--- src/rtl/vend_change_dispenser_if.sv ---
// Change request, coin hopper eject handshake, restock and inventory signals
// shared between the vending controller, the hopper and the change dispenser.
interface vend_change_dispenser_if #(
  parameter int unsigned AMT_W = 8,
  parameter int unsigned CNT_W = 6
);
  logic             change_req;
  logic [AMT_W-1:0] change_amt;
  logic             busy;
  logic             done;
  logic             short_pay;
  logic             fault;
  logic [AMT_W-1:0] shortfall;
  logic             eject_valid;
  logic [1:0]       eject_coin;
  logic             eject_ack;
  logic             restock_valid;
  logic [1:0]       restock_coin;
  logic [CNT_W-1:0] restock_qty;
  logic [CNT_W-1:0] cnt_q;
  logic [CNT_W-1:0] cnt_d;
  logic [CNT_W-1:0] cnt_n;

  modport master (
    output change_req, change_amt, eject_ack, restock_valid, restock_coin, restock_qty,
    input  busy, done, short_pay, fault, shortfall, eject_valid, eject_coin, cnt_q, cnt_d, cnt_n
  );

  modport slave (
    input  change_req, change_amt, eject_ack, restock_valid, restock_coin, restock_qty,
    output busy, done, short_pay, fault, shortfall, eject_valid, eject_coin, cnt_q, cnt_d, cnt_n
  );
endinterface

--- src/rtl/vend_change_dispenser.sv ---
// Change-return controller: pays out change greedily (25/10/5) through a coin
// hopper valid/ack handshake while tracking and restocking coin inventory.
module vend_change_dispenser #(
  parameter int unsigned AMT_W       = 8,
  parameter int unsigned CNT_W       = 6,
  parameter int unsigned INIT_Q      = 20,
  parameter int unsigned INIT_D      = 20,
  parameter int unsigned INIT_N      = 20,
  parameter int unsigned ACK_TIMEOUT = 15
) (
  input  logic                   clk,
  input  logic                   reset,
  vend_change_dispenser_if.slave bus
);

  localparam int unsigned    TMR_W   = $clog2(ACK_TIMEOUT + 1);
  localparam logic [CNT_W:0] CNT_MAX = {1'b0, {CNT_W{1'b1}}};
  localparam logic [1:0]     COIN_NONE = 2'd0;
  localparam logic [1:0]     COIN_N    = 2'd1;
  localparam logic [1:0]     COIN_D    = 2'd2;
  localparam logic [1:0]     COIN_Q    = 2'd3;

  typedef enum logic [1:0] {IDLE, PICK, EJECT, DONE} state_e;

  state_e           state_q, state_d;
  logic [AMT_W-1:0] rem_q, rem_d;
  logic [AMT_W-1:0] frac_q, frac_d;
  logic [1:0]       coin_q, coin_d;
  logic [TMR_W-1:0] timer_q, timer_d;
  logic [CNT_W-1:0] q_cnt, d_cnt, n_cnt;
  logic [1:0]       dec_coin;

  logic             busy_r, done_r, short_r, fault_r, ev_r;
  logic [1:0]       ecoin_r;
  logic [AMT_W-1:0] sf_r;
  logic             busy_d, done_d, short_d, fault_d, ev_d;
  logic [1:0]       ecoin_d;
  logic [AMT_W-1:0] sf_d;

  function automatic logic [AMT_W-1:0] coin_value(input logic [1:0] c);
    case (c)
      COIN_Q:  return AMT_W'(25);
      COIN_D:  return AMT_W'(10);
      COIN_N:  return AMT_W'(5);
      default: return '0;
    endcase
  endfunction

  // Saturating add of a restock plus optional decrement from an accepted eject.
  function automatic logic [CNT_W-1:0] cnt_next(input logic [CNT_W-1:0] cnt, input logic add,
                                                input logic [CNT_W-1:0] qty, input logic sub);
    logic [CNT_W:0] sum;
    sum = {1'b0, cnt} + (add ? {1'b0, qty} : '0) - (CNT_W+1)'(sub);
    return (sum > CNT_MAX) ? CNT_MAX[CNT_W-1:0] : sum[CNT_W-1:0];
  endfunction

  // Next-state, datapath and registered-output decode.
  always_comb begin
    state_d  = state_q;
    rem_d    = rem_q;
    frac_d   = frac_q;
    coin_d   = coin_q;
    timer_d  = timer_q;
    dec_coin = COIN_NONE;
    fault_d  = 1'b0;

    case (state_q)
      IDLE: begin
        if (bus.change_req) begin
          frac_d  = bus.change_amt % AMT_W'(5);
          rem_d   = bus.change_amt - frac_d;
          state_d = PICK;
        end
      end
      PICK: begin
        timer_d = '0;
        state_d = EJECT;
        if (rem_q >= coin_value(COIN_Q) && q_cnt != '0) begin
          coin_d = COIN_Q;
        end else if (rem_q >= coin_value(COIN_D) && d_cnt != '0) begin
          coin_d = COIN_D;
        end else if (rem_q >= coin_value(COIN_N) && n_cnt != '0) begin
          coin_d = COIN_N;
        end else begin
          state_d = DONE;
        end
      end
      EJECT: begin
        if (bus.eject_ack) begin
          dec_coin = coin_q;
          rem_d    = rem_q - coin_value(coin_q);
          timer_d  = '0;
          state_d  = PICK;
        end else if (timer_q == TMR_W'(ACK_TIMEOUT - 1)) begin
          fault_d  = 1'b1;
          state_d  = DONE;
        end else begin
          timer_d  = timer_q + TMR_W'(1);
        end
      end
      DONE: begin
        state_d = IDLE;
      end
      default: state_d = IDLE;
    endcase

    busy_d  = (state_d != IDLE);
    done_d  = (state_d == DONE);
    sf_d    = done_d ? (rem_d + frac_d) : '0;
    short_d = done_d && (sf_d != '0);
    ev_d    = (state_d == EJECT);
    ecoin_d = ev_d ? coin_d : COIN_NONE;
  end

  always_ff @(posedge clk or negedge reset) begin
    if (!reset) begin
      state_q <= IDLE;
      rem_q   <= '0;
      frac_q  <= '0;
      coin_q  <= COIN_NONE;
      timer_q <= '0;
      q_cnt   <= CNT_W'(INIT_Q);
      d_cnt   <= CNT_W'(INIT_D);
      n_cnt   <= CNT_W'(INIT_N);
      busy_r  <= 1'b0;
      done_r  <= 1'b0;
      short_r <= 1'b0;
      fault_r <= 1'b0;
      sf_r    <= '0;
      ev_r    <= 1'b0;
      ecoin_r <= COIN_NONE;
    end else begin
      state_q <= state_d;
      rem_q   <= rem_d;
      frac_q  <= frac_d;
      coin_q  <= coin_d;
      timer_q <= timer_d;
      q_cnt   <= cnt_next(q_cnt, bus.restock_valid && bus.restock_coin == COIN_Q,
                          bus.restock_qty, dec_coin == COIN_Q);
      d_cnt   <= cnt_next(d_cnt, bus.restock_valid && bus.restock_coin == COIN_D,
                          bus.restock_qty, dec_coin == COIN_D);
      n_cnt   <= cnt_next(n_cnt, bus.restock_valid && bus.restock_coin == COIN_N,
                          bus.restock_qty, dec_coin == COIN_N);
      busy_r  <= busy_d;
      done_r  <= done_d;
      short_r <= short_d;
      fault_r <= fault_d;
      sf_r    <= sf_d;
      ev_r    <= ev_d;
      ecoin_r <= ecoin_d;
    end
  end

  assign bus.busy        = busy_r;
  assign bus.done        = done_r;
  assign bus.short_pay   = short_r;
  assign bus.fault       = fault_r;
  assign bus.shortfall   = sf_r;
  assign bus.eject_valid = ev_r;
  assign bus.eject_coin  = ecoin_r;
  assign bus.cnt_q       = q_cnt;
  assign bus.cnt_d       = d_cnt;
  assign bus.cnt_n       = n_cnt;

endmodule
--- src/flat_wrapper.sv ---
// flat-port wrapper written by rule: the top's interface ports become plain ports
module vend_change_dispenser_flat 
#(
  parameter int unsigned AMT_W       = 8,
  parameter int unsigned CNT_W       = 6,
  parameter int unsigned INIT_Q      = 20,
  parameter int unsigned INIT_D      = 20,
  parameter int unsigned INIT_N      = 20,
  parameter int unsigned ACK_TIMEOUT = 15
)
  (clk, reset, bus_change_req, bus_change_amt, bus_eject_ack, bus_restock_valid, bus_restock_coin, bus_restock_qty, bus_busy, bus_done, bus_short_pay, bus_fault, bus_shortfall, bus_eject_valid, bus_eject_coin, bus_cnt_q, bus_cnt_d, bus_cnt_n);
  vend_change_dispenser_if #(.AMT_W(AMT_W), .CNT_W(CNT_W)) bus_i ();
  input  logic clk;
  input  logic reset;
  input wire logic [$bits(bus_i.change_req)-1:0] bus_change_req;
  input wire logic [$bits(bus_i.change_amt)-1:0] bus_change_amt;
  input wire logic [$bits(bus_i.eject_ack)-1:0] bus_eject_ack;
  input wire logic [$bits(bus_i.restock_valid)-1:0] bus_restock_valid;
  input wire logic [$bits(bus_i.restock_coin)-1:0] bus_restock_coin;
  input wire logic [$bits(bus_i.restock_qty)-1:0] bus_restock_qty;
  output wire logic [$bits(bus_i.busy)-1:0] bus_busy;
  output wire logic [$bits(bus_i.done)-1:0] bus_done;
  output wire logic [$bits(bus_i.short_pay)-1:0] bus_short_pay;
  output wire logic [$bits(bus_i.fault)-1:0] bus_fault;
  output wire logic [$bits(bus_i.shortfall)-1:0] bus_shortfall;
  output wire logic [$bits(bus_i.eject_valid)-1:0] bus_eject_valid;
  output wire logic [$bits(bus_i.eject_coin)-1:0] bus_eject_coin;
  output wire logic [$bits(bus_i.cnt_q)-1:0] bus_cnt_q;
  output wire logic [$bits(bus_i.cnt_d)-1:0] bus_cnt_d;
  output wire logic [$bits(bus_i.cnt_n)-1:0] bus_cnt_n;
  assign bus_i.change_req = bus_change_req;
  assign bus_i.change_amt = bus_change_amt;
  assign bus_i.eject_ack = bus_eject_ack;
  assign bus_i.restock_valid = bus_restock_valid;
  assign bus_i.restock_coin = bus_restock_coin;
  assign bus_i.restock_qty = bus_restock_qty;
  assign bus_busy = bus_i.busy;
  assign bus_done = bus_i.done;
  assign bus_short_pay = bus_i.short_pay;
  assign bus_fault = bus_i.fault;
  assign bus_shortfall = bus_i.shortfall;
  assign bus_eject_valid = bus_i.eject_valid;
  assign bus_eject_coin = bus_i.eject_coin;
  assign bus_cnt_q = bus_i.cnt_q;
  assign bus_cnt_d = bus_i.cnt_d;
  assign bus_cnt_n = bus_i.cnt_n;
  vend_change_dispenser #(.AMT_W(AMT_W), .CNT_W(CNT_W), .INIT_Q(INIT_Q), .INIT_D(INIT_D), .INIT_N(INIT_N), .ACK_TIMEOUT(ACK_TIMEOUT)) u_core (.clk(clk), .reset(reset), .bus(bus_i));
endmodule
--- config.mk ---
export PLATFORM = sky130hd
export DESIGN_NAME = vend_change_dispenser_flat
export DESIGN_NICKNAME = d
export VERILOG_FILES = /design/src/rtl/vend_change_dispenser_if.sv /design/src/rtl/vend_change_dispenser.sv /design/src/flat_wrapper.sv
export SDC_FILE = /design/constraint.sdc
export NUM_CORES = 1
export LEC_CHECK = 0
export CORE_ASPECT_RATIO = 0.5
export CORE_MARGIN = 10
export CORE_UTILIZATION = 53
export CTS_CLUSTER_DIAMETER = 150
export CTS_CLUSTER_SIZE = 16
export DETAILED_ROUTE_END_ITERATION = 12
export GPL_ROUTABILITY_DRIVEN = 1
export HOLD_SLACK_MARGIN = 0.08
export PLACE_DENSITY_LB_ADDON = 0.08
export SLEW_MARGIN = 10
export SYNTH_ARGS = -nofsm -noshare
export SYNTH_HDL_FRONTEND = slang
export SYNTH_SLANG_ARGS = --single-unit
--- constraint.sdc ---
create_clock -name clk -period 3.35 [get_ports clk]
set_input_delay 0.5025 -clock clk [delete_from_list [all_inputs] [get_ports clk]]
set_output_delay 0.5025 -clock clk [all_outputs]
set_load 0.05 [all_outputs]
==> flow_summary.json <==
{
  "status": "finished, violations left",
  "violations": "negative setup slack",
  "syn-num-nets": 693,
  "wl_per_cell_um": 19.9,
  "drv_cap": 0,
  "power.leakage_nw": 3.97,
  "slowest_stage": "or3_4",
  "report.final.slew_viol_count": 0,
  "setup_viol": 23,
  "antennaDiodeCount": 0,
  "cts_tree": "yes",
  "placed_cell_area_um2": 6840,
  "start_kind": "primary input",
  "fin_crit_ps": 6040,
  "rrSetupSlack_ps": -440,
  "critPathKind": "primary input to register",
  "slowest_delay_ps": 420,
  "cts_buffer_depth": 2,
  "ir_worst_vdd_v": 0.000680,
  "drive_gt1_frac": 0.354,
  "vias": 5667,
  "power.density_nw_per_um2": 993,
  "yosysSeqAreaShare": 0.275,
  "grt_pass1_wl_mm": 25.4,
  "arrival_ps": 6260,
  "ys_seq_elements": 57,
  "die_h_um": 90.1,
  "dp_cells": 897,
  "rows": 25,
  "grt_usage": 0.209,
  "area_growth_pct": 56.1,
  "syn_area_um2": 5210,
  "yosysWarnings": 0,
  "finalNonFillerCells": 966,
  "syn_avg_cell_area_um2": 8.65,
  "htreeDepth": 3,
  "hold_violations": 0,
  "antenna_found_initial": 0,
  "cts.sinks": 57,
  "fmax_ghz": 0.166,
  "ys_types": 79,
  "ys.flop_type": "dfrtp_1",
  "start_util": 0.547,
  "grt_pass1_vias": 5285,
  "finalCritPeriodShare": 1.80,
  "numPortBuffers": 53,
  "coreArea_um2": 9510,
  "synth-edff-count": 0,
  "setup_tns_ps": -30160,
  "first_iter_violations": 400,
  "cts_made_buffers": 9,
  "clkTransAtPathRegs_ps": 50,
  "first_pass_iters": 5,
  "drt_wl_total_mm": 19.2,
  "ios": 54,
  "r2r-start": "u_core.coin_q[0]",
  "relSlewSlack": 0.644,
  "required_ps": 3570,
  "startpoint": "bus_change_amt[6]",
  "drcViolationCount": 0,
  "die_area_um2": 14400,
  "detail-route-antenna-nets": 0,
  "final_cell_area_um2": 8130,
  "cts_root_buffer": "clkbuf_16",
  "pre_cts_ws_ps": -3120,
  "syn_inst": 602,
  "layout_common_cells": "131 x buf_4, 77 x inv_1, 64 x nand2_1, 58 x ha_1, 51 x dfrtp_1",
  "final_nets": 918,
  "end_kind": "register",
  "avgViaCountPerCell": 5.87,
  "timing.final.ws_setup_ps": -2690,
  "grt_max_degree": 41,
  "tightest_slew_ps": 529,
  "async_flop_share": 1.00,
  "crit_fanout": 7,
  "clock_skew_ps": 6.32,
  "place_congestion": 0.920,
  "postCtsHoldBufs": 0,
  "hpwl_mm": 10.9,
  "dieWidth_um": 160,
  "rsz0062_at_grt": "true",
  "clock_latency_ps": 330,
  "layout.cells.most_common": "buf_4",
  "grt.overflow.total": 0,
  "hold-worst-slack_ps": 111,
  "hp-class": "primary input to asynchronous set/reset pin"
}
## power by group
group / internal [mW] / switching, mW / total, mW
Sequential: 0.988 / 0.204 / 1.19
Clock: 0.510 / 0.312 / 0.822
Combinational: 2.90 / 3.16 / 6.06
## layer usage
layer	up-vias	GRT usage	wire length, um
met3	113	0.0437	1370
met2	305	0.385	9410
li1	2537	-	-
met4	0	0.0547	1270
met1	2712	0.241	7190
met5	-	0	0
## worst paths after layout
path / to / depth (start not counted)
setup reg to reg: u_core.bus.short_pay / 16
hold / removal: u_core.bus.cnt_q[3] / 1
max in group asynchronous: u_core.bus.cnt_n[4] / 2
hold reg to reg: u_core.frac_q[0] / 2
min in group clk: u_core.frac_q[0] / 2
setup / recovery: u_core.bus.short_pay / 29
## cells in the mapped netlist, types with 7 or more instances
cell type  instances  area [um^2]
a21oi_1           27          135
nor2_1            29          109
nor2b_1           16          100
o21ai_0           28          140
xor2_1            16          140
inv_1             83          312
nand3_1            8         40.0
clkbuf_1           7         26.3
and3_1             9         56.3
xnor2_1           19          166
nand2b_1          18          113
o21ai_1            9         45.0
a21o_1            12         90.1
ha_1              64          801
dfrtp_1           51         1280
a31oi_1            8         50.1
nand2_1           65          244
o21bai_1           7         52.6
## per-stage QoR
stage,total power [mW],util
6_report,8.07,0.855
2_1_floorplan,4.01,-
5_1_grt,8.55,0.855
3_3_place_gp,5.65,0.719
4_1_cts,7.27,0.809
3_5_place_dp,5.78,0.719
## worst max-delay path: cells and delay by family
family | cells | cell delay [ps]
xor gates and xnor gates | 2 | 300
muxes | 2 | 580
and+or+nand+nor | 7 | 1490
AOI/OAI and AO/OA | 11 | 2140
adders and majority gates | 3 | 800
buffers and inverters | 4 | 430
## layout make-up
type                    instances  area (um^2)
multi-input cells             446         3870
repair buffers                230         2070
flip-flops and latches         57         1430
fillers                       525         1380
inverters                      83          314
clock buffers                  11          243
well taps                     135          169
clock inverters                 4         20.0
## sequential cells by signal, summed over array words and instances (netlist names), 4 cells and up
name and cells:
u_core.bus.shortfall 8, u_core.bus.cnt_q 6, u_core.timer_q 4, u_core.bus.cnt_n 6
u_core.frac_q 8, u_core.bus.cnt_d 6, u_core.rem_q 8
## cell families after synthesis
logic type               after synthesis  synth area share
AND/OR/NAND/NOR                      193             0.202
flip-flops                            57             0.275
adder cells (fa/ha/maj)               70             0.177
AO/OA/AOI/OAI                        140             0.192
XOR/XNOR                              36            0.0620
multiplexers                           7            0.0149
buffers and inverters                 99            0.0774
## timing repair
action                                  CTS  global route
pin swaps                                58            23
setup buffers                            31            28
cloned                                    2             0
endpoints found under the setup margin   25            31
resized for setup                       101            52
Note: power is estimated with default switching activity, not from simulation.
